[config.mk]
export PLATFORM = sky130hd
export DESIGN_NAME = qpp_ind_gen
export DESIGN_NICKNAME = d
export VERILOG_FILES = /design/src/rtl/qpp_ind_gen.sv
export SDC_FILE = /design/constraint.sdc
export NUM_CORES = 1
export LEC_CHECK = 0
export ABC_CLOCK_PERIOD_IN_PS = 4660
export CAP_MARGIN = 10
export CORE_ASPECT_RATIO = 0.75
export CORE_UTILIZATION = 55
export CTS_BUF_LIST = sky130_fd_sc_hd__clkbuf_4
export CTS_CLUSTER_SIZE = 30
export DETAILED_ROUTE_END_ITERATION = 6
export HOLD_SLACK_MARGIN = 0.1
export PLACE_DENSITY = 0.77
export SYNTH_ARGS = -nofsm -noshare
export SYNTH_HDL_FRONTEND = slang
export SYNTH_SLANG_ARGS = --single-unit
[constraint.sdc]
create_clock -name clock -period 4.66 [get_ports clock]
set_clock_uncertainty 0.05 [all_clocks]
set_input_delay 0.466 -clock clock [delete_from_list [all_inputs] [get_ports clock]]
set_output_delay 0.466 -clock clock [all_outputs]
set_load 0.01 [all_outputs]
[src/rtl/qpp_ind_gen.sv]
// qpp_ind_gen -- QPP interleaver index generator.
//
// Emits, per block, every sequential index i = 0..K-1 together with its
// interleaved index pi(i) = (F1*i + F2*i^2) mod K. The quadratic is evaluated
// incrementally with two modular adders, so no multipliers are needed:
//   pi(i+1) = pi(i) + g(i),   g(i+1) = g(i) + 2*F2,   g(0) = F1 + F2  (all mod K)
// Two block-size modes, each with its own K/F1/F2 set, are selected per block.
//
// Ports:
//   clock    in   rising-edge clock
//   reset    in   synchronous active-high reset, returns to IDLE
//   start    in   launch a block (honoured only in IDLE)
//   k        in   mode select, sampled together with start
//   ready    in   downstream accepts the current pair this cycle
//   valid    out  seq_idx/int_idx hold a valid pair
//   seq_idx  out  sequential index i
//   int_idx  out  interleaved index pi(i)
//   last     out  valid pair is the final one of the block (i = K-1)
//   busy     out  high while the block is in RUN or DONE
//   done     out  one-cycle pulse after the final pair is accepted

module qpp_ind_gen #(
   parameter int W    = 14,
   parameter int K0   = 1056,
   parameter int F1_0 = 17,
   parameter int F2_0 = 66,
   parameter int K1   = 6144,
   parameter int F1_1 = 263,
   parameter int F2_1 = 480
) (
   input  logic         clock,
   input  logic         reset,
   input  logic         start,
   input  logic         k,
   input  logic         ready,
   output logic         valid,
   output logic [W-1:0] seq_idx,
   output logic [W-1:0] int_idx,
   output logic         last,
   output logic         busy,
   output logic         done
);

   // K can equal 2^W, so the modulus needs one extra bit.
   localparam logic [W:0]   K0_M    = (W+1)'(K0);
   localparam logic [W:0]   K1_M    = (W+1)'(K1);
   localparam logic [W-1:0] LAST0   = W'(K0 - 1);
   localparam logic [W-1:0] LAST1   = W'(K1 - 1);
   localparam logic [W-1:0] G0_INIT = W'((F1_0 + F2_0) % K0);
   localparam logic [W-1:0] G1_INIT = W'((F1_1 + F2_1) % K1);
   localparam logic [W-1:0] STEP0   = W'((2 * F2_0) % K0);
   localparam logic [W-1:0] STEP1   = W'((2 * F2_1) % K1);

   typedef enum logic [1:0] {
      S_IDLE,
      S_RUN,
      S_DONE
   } state_t;

   state_t       state;
   logic         mode;
   logic [W-1:0] seq;
   logic [W-1:0] pi;
   logic [W-1:0] g;

   // Modular add for operands already reduced below m: a single
   // conditional subtract brings the (W+1)-bit sum back into range.
   function automatic logic [W-1:0] mod_add(input logic [W-1:0] a,
                                            input logic [W-1:0] b,
                                            input logic [W:0]   m);
      logic [W:0] sum;
      // NOTE: blocking assignments are correct here: this is a local
      // temporary evaluated in order, not a state register.
      sum = {1'b0, a} + {1'b0, b};
      if (sum >= m) sum = sum - m;
      return sum[W-1:0];
   endfunction

   // Per-block constants follow the latched mode, never the live k input.
   logic [W:0]   k_cur;
   logic [W-1:0] last_cur;
   logic [W-1:0] step_cur;
   logic [W-1:0] pi_next;
   logic [W-1:0] g_next;

   assign k_cur    = mode ? K1_M  : K0_M;
   assign last_cur = mode ? LAST1 : LAST0;
   assign step_cur = mode ? STEP1 : STEP0;
   assign pi_next  = mod_add(pi, g, k_cur);
   assign g_next   = mod_add(g, step_cur, k_cur);

   always_ff @(posedge clock) begin
      // NOTE: every state register uses non-blocking assignment so all of
      // them update together from the pre-edge values.
      if (reset) begin
         state <= S_IDLE;
         mode  <= 1'b0;
         seq   <= '0;
         pi    <= '0;
         g     <= '0;
         valid <= 1'b0;
         busy  <= 1'b0;
         done  <= 1'b0;
      end else begin
         case (state)
            S_IDLE: begin
               if (start) begin
                  state <= S_RUN;
                  mode  <= k;
                  seq   <= '0;
                  pi    <= '0;
                  g     <= k ? G1_INIT : G0_INIT;
                  valid <= 1'b1;
                  busy  <= 1'b1;
               end
            end
            S_RUN: begin
               if (ready) begin
                  if (seq == last_cur) begin
                     // Clear the index path so nothing stale survives
                     // into the next block or shows on idle outputs.
                     state <= S_DONE;
                     seq   <= '0;
                     pi    <= '0;
                     g     <= '0;
                     valid <= 1'b0;
                     done  <= 1'b1;
                  end else begin
                     seq <= seq + W'(1);
                     pi  <= pi_next;
                     g   <= g_next;
                  end
               end
            end
            S_DONE: begin
               state <= S_IDLE;
               busy  <= 1'b0;
               done  <= 1'b0;
            end
            default: begin
               state <= S_IDLE;
               valid <= 1'b0;
               busy  <= 1'b0;
               done  <= 1'b0;
            end
         endcase
      end
   end

   assign seq_idx = seq;
   assign int_idx = pi;
   assign last    = valid & (seq == last_cur);

endmodule

==> flow_summary.json, run 1 <==
{
  "track_usage": 0.280,
  "port_buffers": 36,
  "drt_iter0_drc": 315,
  "die_area_um2": 7280,
  "netlist.area_leader.share": 0.246,
  "p_leak_nw": 1.65,
  "critPathKind": "reg -> reg",
  "hold_viol": 0,
  "diodes": 0,
  "first_global_vias": 3359,
  "post-cts-setup-buffers": 0,
  "drive_gt1_frac": 0.0723,
  "post-route-min-period_ns": 4.32,
  "synth_top_area_cell": "dfxtp_1",
  "ys.flop_type": "dfxtp_1",
  "cap_violations": 0,
  "vias_per_cell": 6.31,
  "initial_utilization": 0.587,
  "ys_ff_latch": 47,
  "fmax_mhz": 232,
  "ys_warn_count": 0,
  "holdBufCountCts": 0,
  "clock_latency_ns": 0.36,
  "layout_common_cells": "nor2_1, dfxtp_1, nand2_1",
  "vdd_drop_max_mv": 0.126,
  "routedWlPerCell_um": 16.8,
  "synth_edf_count": 0,
  "crit_chain": "ha_1 > a2111oi_1 > a21oi_1 > o21ai_1 > nand2_1 > o311ai_1 > ha_1 > nand3_1 > nor4_1 > a41o_1 > nor4_4 > buf_4 > or3_1 > a32o_1",
  "synth_area_um2": 3820,
  "cts_buffers": 5,
  "tightest_slew_ns": 0.702,
  "grt_pass1_wl_mm": 16.4,
  "cts_resized": 0,
  "root_buffer": "clkbuf_4",
  "via_count": 3741,
  "rows": 25,
  "critPathMostFrequentCell": "ha_1",
  "die_height_um": 74.2,
  "failed_checks": "DRC",
  "async_flop_share": 0,
  "cts_tree": "done",
  "power_density_nw_per_um2": 272,
  "rsz0062_at_grt": "false",
  "core_area_um2": 6510,
  "crit_path_start_kind": "register",
  "hpwlAfterDp_mm": 7.49,
  "cts_sinks": 47,
  "syn_to_final_growth_pct": 12.5,
  "synthCells": 480,
  "overflow": 0,
  "cp.arrival_ns": 4.55,
  "antenna_found_initial": 1,
  "worstSetupEndpointType": "register",
  "finalSetupViolCount": 0,
  "cp_slowest_stage_delay_ns": 0.53,
  "htree_levels": 2,
  "crit_buf_inv": 1,
  "avgSynthCellArea_um2": 7.95,
  "gp_congestion": 0.988,
  "drt-total-wl_mm": 9.94,
  "status": "finished with violations",
  "die-width_um": 98.2,
  "crit_path_top_delay_cell": "dfxtp_1",
  "setup_tns_ns": 0,
  "cp_top_family": "compound AO/OA/AOI/OAI gates",
  "finalCritPeriodShare": 0.927,
  "fin_util": 0.660,
  "synth_cell_types": 74,
  "clk_path_buf_depth": 2,
  "grt_start_max_net_pins": 22,
  "max-slew-margin-rel": 0.531,
  "ant_nets": 0,
  "synth_seq_area_share": 0.246,
  "crit_path_max_fanout": 9,
  "ys_top_cells_by_area": "dfxtp_1, ha_1, nor2_1",
  "nNetsFinal": 547,
  "syn_nets": 516,
  "path_clk_slew_ns": 0.15,
  "final_common_cell": "nor2_1",
  "hold_ws_ns": 0.418,
  "cp.required_ns": 4.89,
  "firstDrtPassIters": 7,
  "holdCritPathClass": "reg -> reg",
  "ios": 37,
  "drc": 2,
  "report.final.slew_viol_count": 0
}
-- sequential cells by signal, summed over array words and instances (netlist names) --
signal and flops:
busy 1, mode 1, valid 1, done 1, state 2, seq_idx 14
g 13, int_idx 14
-- cell usage after synthesis (3+ instances only) --
cell and count:
ha_1 30, or4_1 5, a211oi_1 4, o21a_1 4
a221o_1 4, mux2_2 4, nor3_1 24, o21ai_2 3
nor4_1 3, a32o_1 3, nand3_1 22, nand4_1 11
xor2_1 19, nand4b_1 3, buf_2 6, nor2_1 57
xnor2_1 14, mux2i_1 7, a21o_1 4, dfxtp_1 47
inv_1 15, and2_1 4, nand2_1 41, o211a_1 3
nand2b_1 8, clkbuf_1 10, o21ai_0 20, o21ai_1 3
and4_1 3, a21oi_1 32, or3_1 4, and3_1 4
a22o_1 6, o211ai_1 5
-- final timing paths --
| kind | start | to | slack, ns | depth (start not counted) |
|---|---|---|---|---|
| max | g[7] | int_idx[9] | 0.34 | 14 |
| max reg2reg | g[7] | int_idx[9] | 0.34 | 14 |
| min reg2reg | busy | busy | 0.42 | 2 |
| min | busy | busy | 0.42 | 2 |
-- metal layers --
layer  vias up  GRT usage  part of all wire
met5         -          0                 0
met4         0     0.0614             0.011
met3        14     0.0470             0.087
met2       161      0.414              0.40
met1      1720      0.425              0.50
li1       1846          -                 -
-- layout make-up --
cell class                 instances  area, µm²
multi-input combinational        399       2730
tap                               81        101
inverter                          15       56.3
timing repair buffer              43        413
clock buffer                       5       37.5
fill                             552       2210
clock inverter                     3       20.0
sequential                        47        941
-- kinds of logic (layout without fill, tap and decap cells) --
family          count (synthesis)  count (layout)  synth area share
flops                          47              47             0.246
simple gates                  204             204             0.278
mux                            11              11            0.0302
fa+ha+maj                      31              31             0.104
xor+xnor                       33              33            0.0757
compound gates                120             120             0.226
buf+inv                        34              66            0.0393
-- power by group --
group          internal [mW]  leakage, nW  switching, mW
clock                 0.0583       0.0288          0.144
combinational          0.219         1.23          0.303
sequential             0.422        0.382         0.0233
-- per-stage QoR --
step           cells  worst slack, ns  power, mW  instance area (µm²)
2_1_floorplan    480            0.940      0.833                 3820
3_3_place_gp     585            0.445      0.949                 4240
3_5_place_dp     585            0.158      0.958                 4240
4_1_cts          593            0.144       1.16                 4300
5_1_grt          593           0.0231       1.24                 4300
6_report         593            0.341       1.17                 4300
-- worst reg2reg max path, cell delays in order, from the launching register on --
cell	delay, ns
dfxtp_1	0.53
ha_1	0.37
a2111oi_1	0.48
a21oi_1	0.13
o21ai_1	0.30
nand2_1	0.14
o311ai_1	0.38
ha_1	0.32
nand3_1	0.12
nor4_1	0.31
a41o_1	0.31
nor4_4	0.06
buf_4	0.18
or3_1	0.30
a32o_1	0.25
Power figures use the tool's default switching activity.
==> inputs of run 2 (changes only) <==
Settings changed: CELL_PAD_IN_SITES_DETAIL_PLACEMENT set to 0, CELL_PAD_IN_SITES_GLOBAL_PLACEMENT set to 2, CORE_UTILIZATION 55 to 35, CTS_BUF_LIST sky130_fd_sc_hd__clkbuf_4 to sky130_fd_sc_hd__clkbuf_16, PLACE_DENSITY 0.77 to unset, PLACE_DENSITY_LB_ADDON set to 0.1.
==> run 2 against run 1 <==
  * The flow now finishes without violations
  * Cell count increased by 11%
  * Utilization decreased by 22 points
  * Clock power increased by 130%
  * Flip-flop and latch count unchanged
  * Total power increased by 24%
  * Critical path type unchanged
  * Critical endpoint is now int_idx[7]
  * Largest cell class unchanged
  * Largest power group unchanged
==> flow_summary.json, run 2 (synthesis results as in run 1) <==
{
  "status": "finished clean",
  "reg2reg_depth": 17,
  "overflow": 0,
  "nNetsFinal": 556,
  "die_height_um": 92.4,
  "die-width_um": 123,
  "crit_path_max_fanout": 9,
  "holdCritPathClass": "reg -> reg",
  "drt-total-wl_mm": 11.0,
  "fill_cells": 1040,
  "intPower_mw": 0.957,
  "syn_to_final_growth_pct": 19.5,
  "clock_latency_ns": 0.29,
  "finalCritPeriodShare": 0.918,
  "placed_cell_area_um2": 4370,
  "timing.rr.start": "g[0]",
  "crit_buf_inv": 2,
  "share_comb_of_total_power": 0.372,
  "cts_buffers": 5,
  "clk_path_buf_depth": 2,
  "crit_path_top_delay_cell": "ha_1",
  "cts_tree": "done",
  "routedWlPerCell_um": 16.8,
  "vias_per_cell": 5.55,
  "hpwlAfterDp_mm": 8.50,
  "layout_common_cells": "nor2_1, dfxtp_1, nand2_1",
  "hold_viol": 0,
  "grt_start_max_net_pins": 21,
  "p_sw_mw": 0.496,
  "initial_utilization": 0.365,
  "max-slew-margin-rel": 0.518,
  "hold_end": "busy",
  "power_density_nw_per_um2": 318,
  "die_area_um2": 11300,
  "report.final.slew_viol_count": 0,
  "p_leak_nw": 1.76,
  "p_seq_frac": 0.304,
  "cp.arrival_ns": 4.41,
  "crit_path_start_kind": "register",
  "r2r_slack_ns": 0.38,
  "rows": 32,
  "setup_tns_ns": 0,
  "post-route-min-period_ns": 4.28,
  "rsz0062_at_grt": "false",
  "fmax_mhz": 234,
  "crit_chain": "ha_1 > inv_1 > fa_1 > nand2b_1 > a21bo_2 > a21oi_1 > o21ai_1 > nand2_1 > o311ai_0 > ha_1 > nand3_1 > nor4_1 > a41o_1 > nor4_4 > buf_4 > or3_1 > a32o_1",
  "antenna_found_initial": 0,
  "cp_slowest_stage_delay_ns": 0.48,
  "ant_nets": 0,
  "post-cts-setup-buffers": 0,
  "core_area_um2": 10500,
  "vdd_drop_max_mv": 0.134,
  "clockPowerShare": 0.324,
  "critPathMostFrequentCell": "ha_1",
  "gp_congestion": 0.840,
  "first_global_vias": 3181,
  "firstDrtPassIters": 4,
  "root_buffer": "clkbuf_16",
  "postLayoutCellArea_um2": 4560,
  "cts_sinks": 47,
  "port_buffers": 36,
  "cp_top_family": "compound AO/OA/AOI/OAI gates",
  "worstHoldPathCells": 2,
  "drc": 0,
  "holdBufCountCts": 0,
  "via_count": 3647,
  "final_cells": 657,
  "switching_share": 0.341,
  "holdCritStartpoint": "busy",
  "ios": 37,
  "tightest_slew_ns": 0.717,
  "cts_resized": 0,
  "drt_iter0_drc": 275,
  "finalSetupViolCount": 0,
  "dp_cells": 649,
  "cp.required_ns": 4.79,
  "track_usage": 0.201,
  "worstSetupEndpointType": "register",
  "hold_ws_ns": 0.408,
  "final_common_cell": "nor2_1",
  "diodes": 0,
  "drive_gt1_frac": 0.0883,
  "grt_pass1_wl_mm": 17.5,
  "path_clk_slew_ns": 0.07,
  "critPathKind": "reg -> reg",
  "cap_violations": 0,
  "reg2reg_to": "int_idx[7]",
  "htree_levels": 2
}
[run 2: how the worst max path moves through the flow]
stage	end	slack [ns]	from	cells after the start
after detailed placement	int_idx[7]	0.28	int_idx[7]	14
after global placement	int_idx[7]	0.43	int_idx[7]	14
after CTS	int_idx[7]	0.26	int_idx[7]	14
final	int_idx[7]	0.38	g[0]	17
after floorplan	int_idx[9]	0.94	int_idx[7]	14
after global routing	int_idx[7]	0.05	int_idx[7]	14
[run 2: worst reg2reg max path, stage by stage, from the launching register on]
cell      delay [ns]
dfxtp_1         0.42
ha_1            0.22
inv_1           0.06
fa_1            0.38
nand2b_1        0.19
a21bo_2         0.23
a21oi_1         0.15
o21ai_1         0.14
nand2_1         0.15
o311ai_0        0.19
ha_1            0.48
nand3_1         0.11
nor4_1          0.29
a41o_1          0.31
nor4_4          0.05
buf_4           0.18
or3_1           0.31
a32o_1          0.25
[run 2: area by class of cell]
type | count | area [µm²] | area share
well taps | 136 | 170 | 0.0373
repair buffers | 52 | 480 | 0.105
clock inverters | 3 | 63.8 | 0.0140
flip-flops and latches | 47 | 941 | 0.206
clock buffers | 5 | 125 | 0.0274
inverters | 15 | 56.3 | 0.0123
multi-input cells | 399 | 2730 | 0.597
[run 2: layer usage]
| layer | share of wire | track usage | routed length, µm |
|---|---|---|---|
| met5 | 0 | 0 | 0 |
| met2 | 0.37 | 0.245 | 4090 |
| met1 | 0.56 | 0.334 | 6170 |
| met3 | 0.057 | 0.0406 | 624 |
| met4 | 0.013 | 0.0488 | 148 |
[run 2: per-stage QoR]
step           power [mW]  utilization  worst slack, ns
6_report             1.45        0.437            0.384
5_1_grt              1.53        0.437           0.0494
4_1_cts              1.46        0.437            0.258
3_5_place_dp        0.983        0.419            0.280
3_3_place_gp        0.987        0.419            0.433
2_1_floorplan       0.833            -            0.940
[run 2: power by group through the flow]
stage,Combinational [mW],Sequential (mW),Clock (mW)
floorplan,0.383,0.450,0
global placement,0.536,0.451,0
detailed placement,0.532,0.451,0
CTS,0.536,0.442,0.483
global route,0.592,0.445,0.494
finish,0.541,0.442,0.470
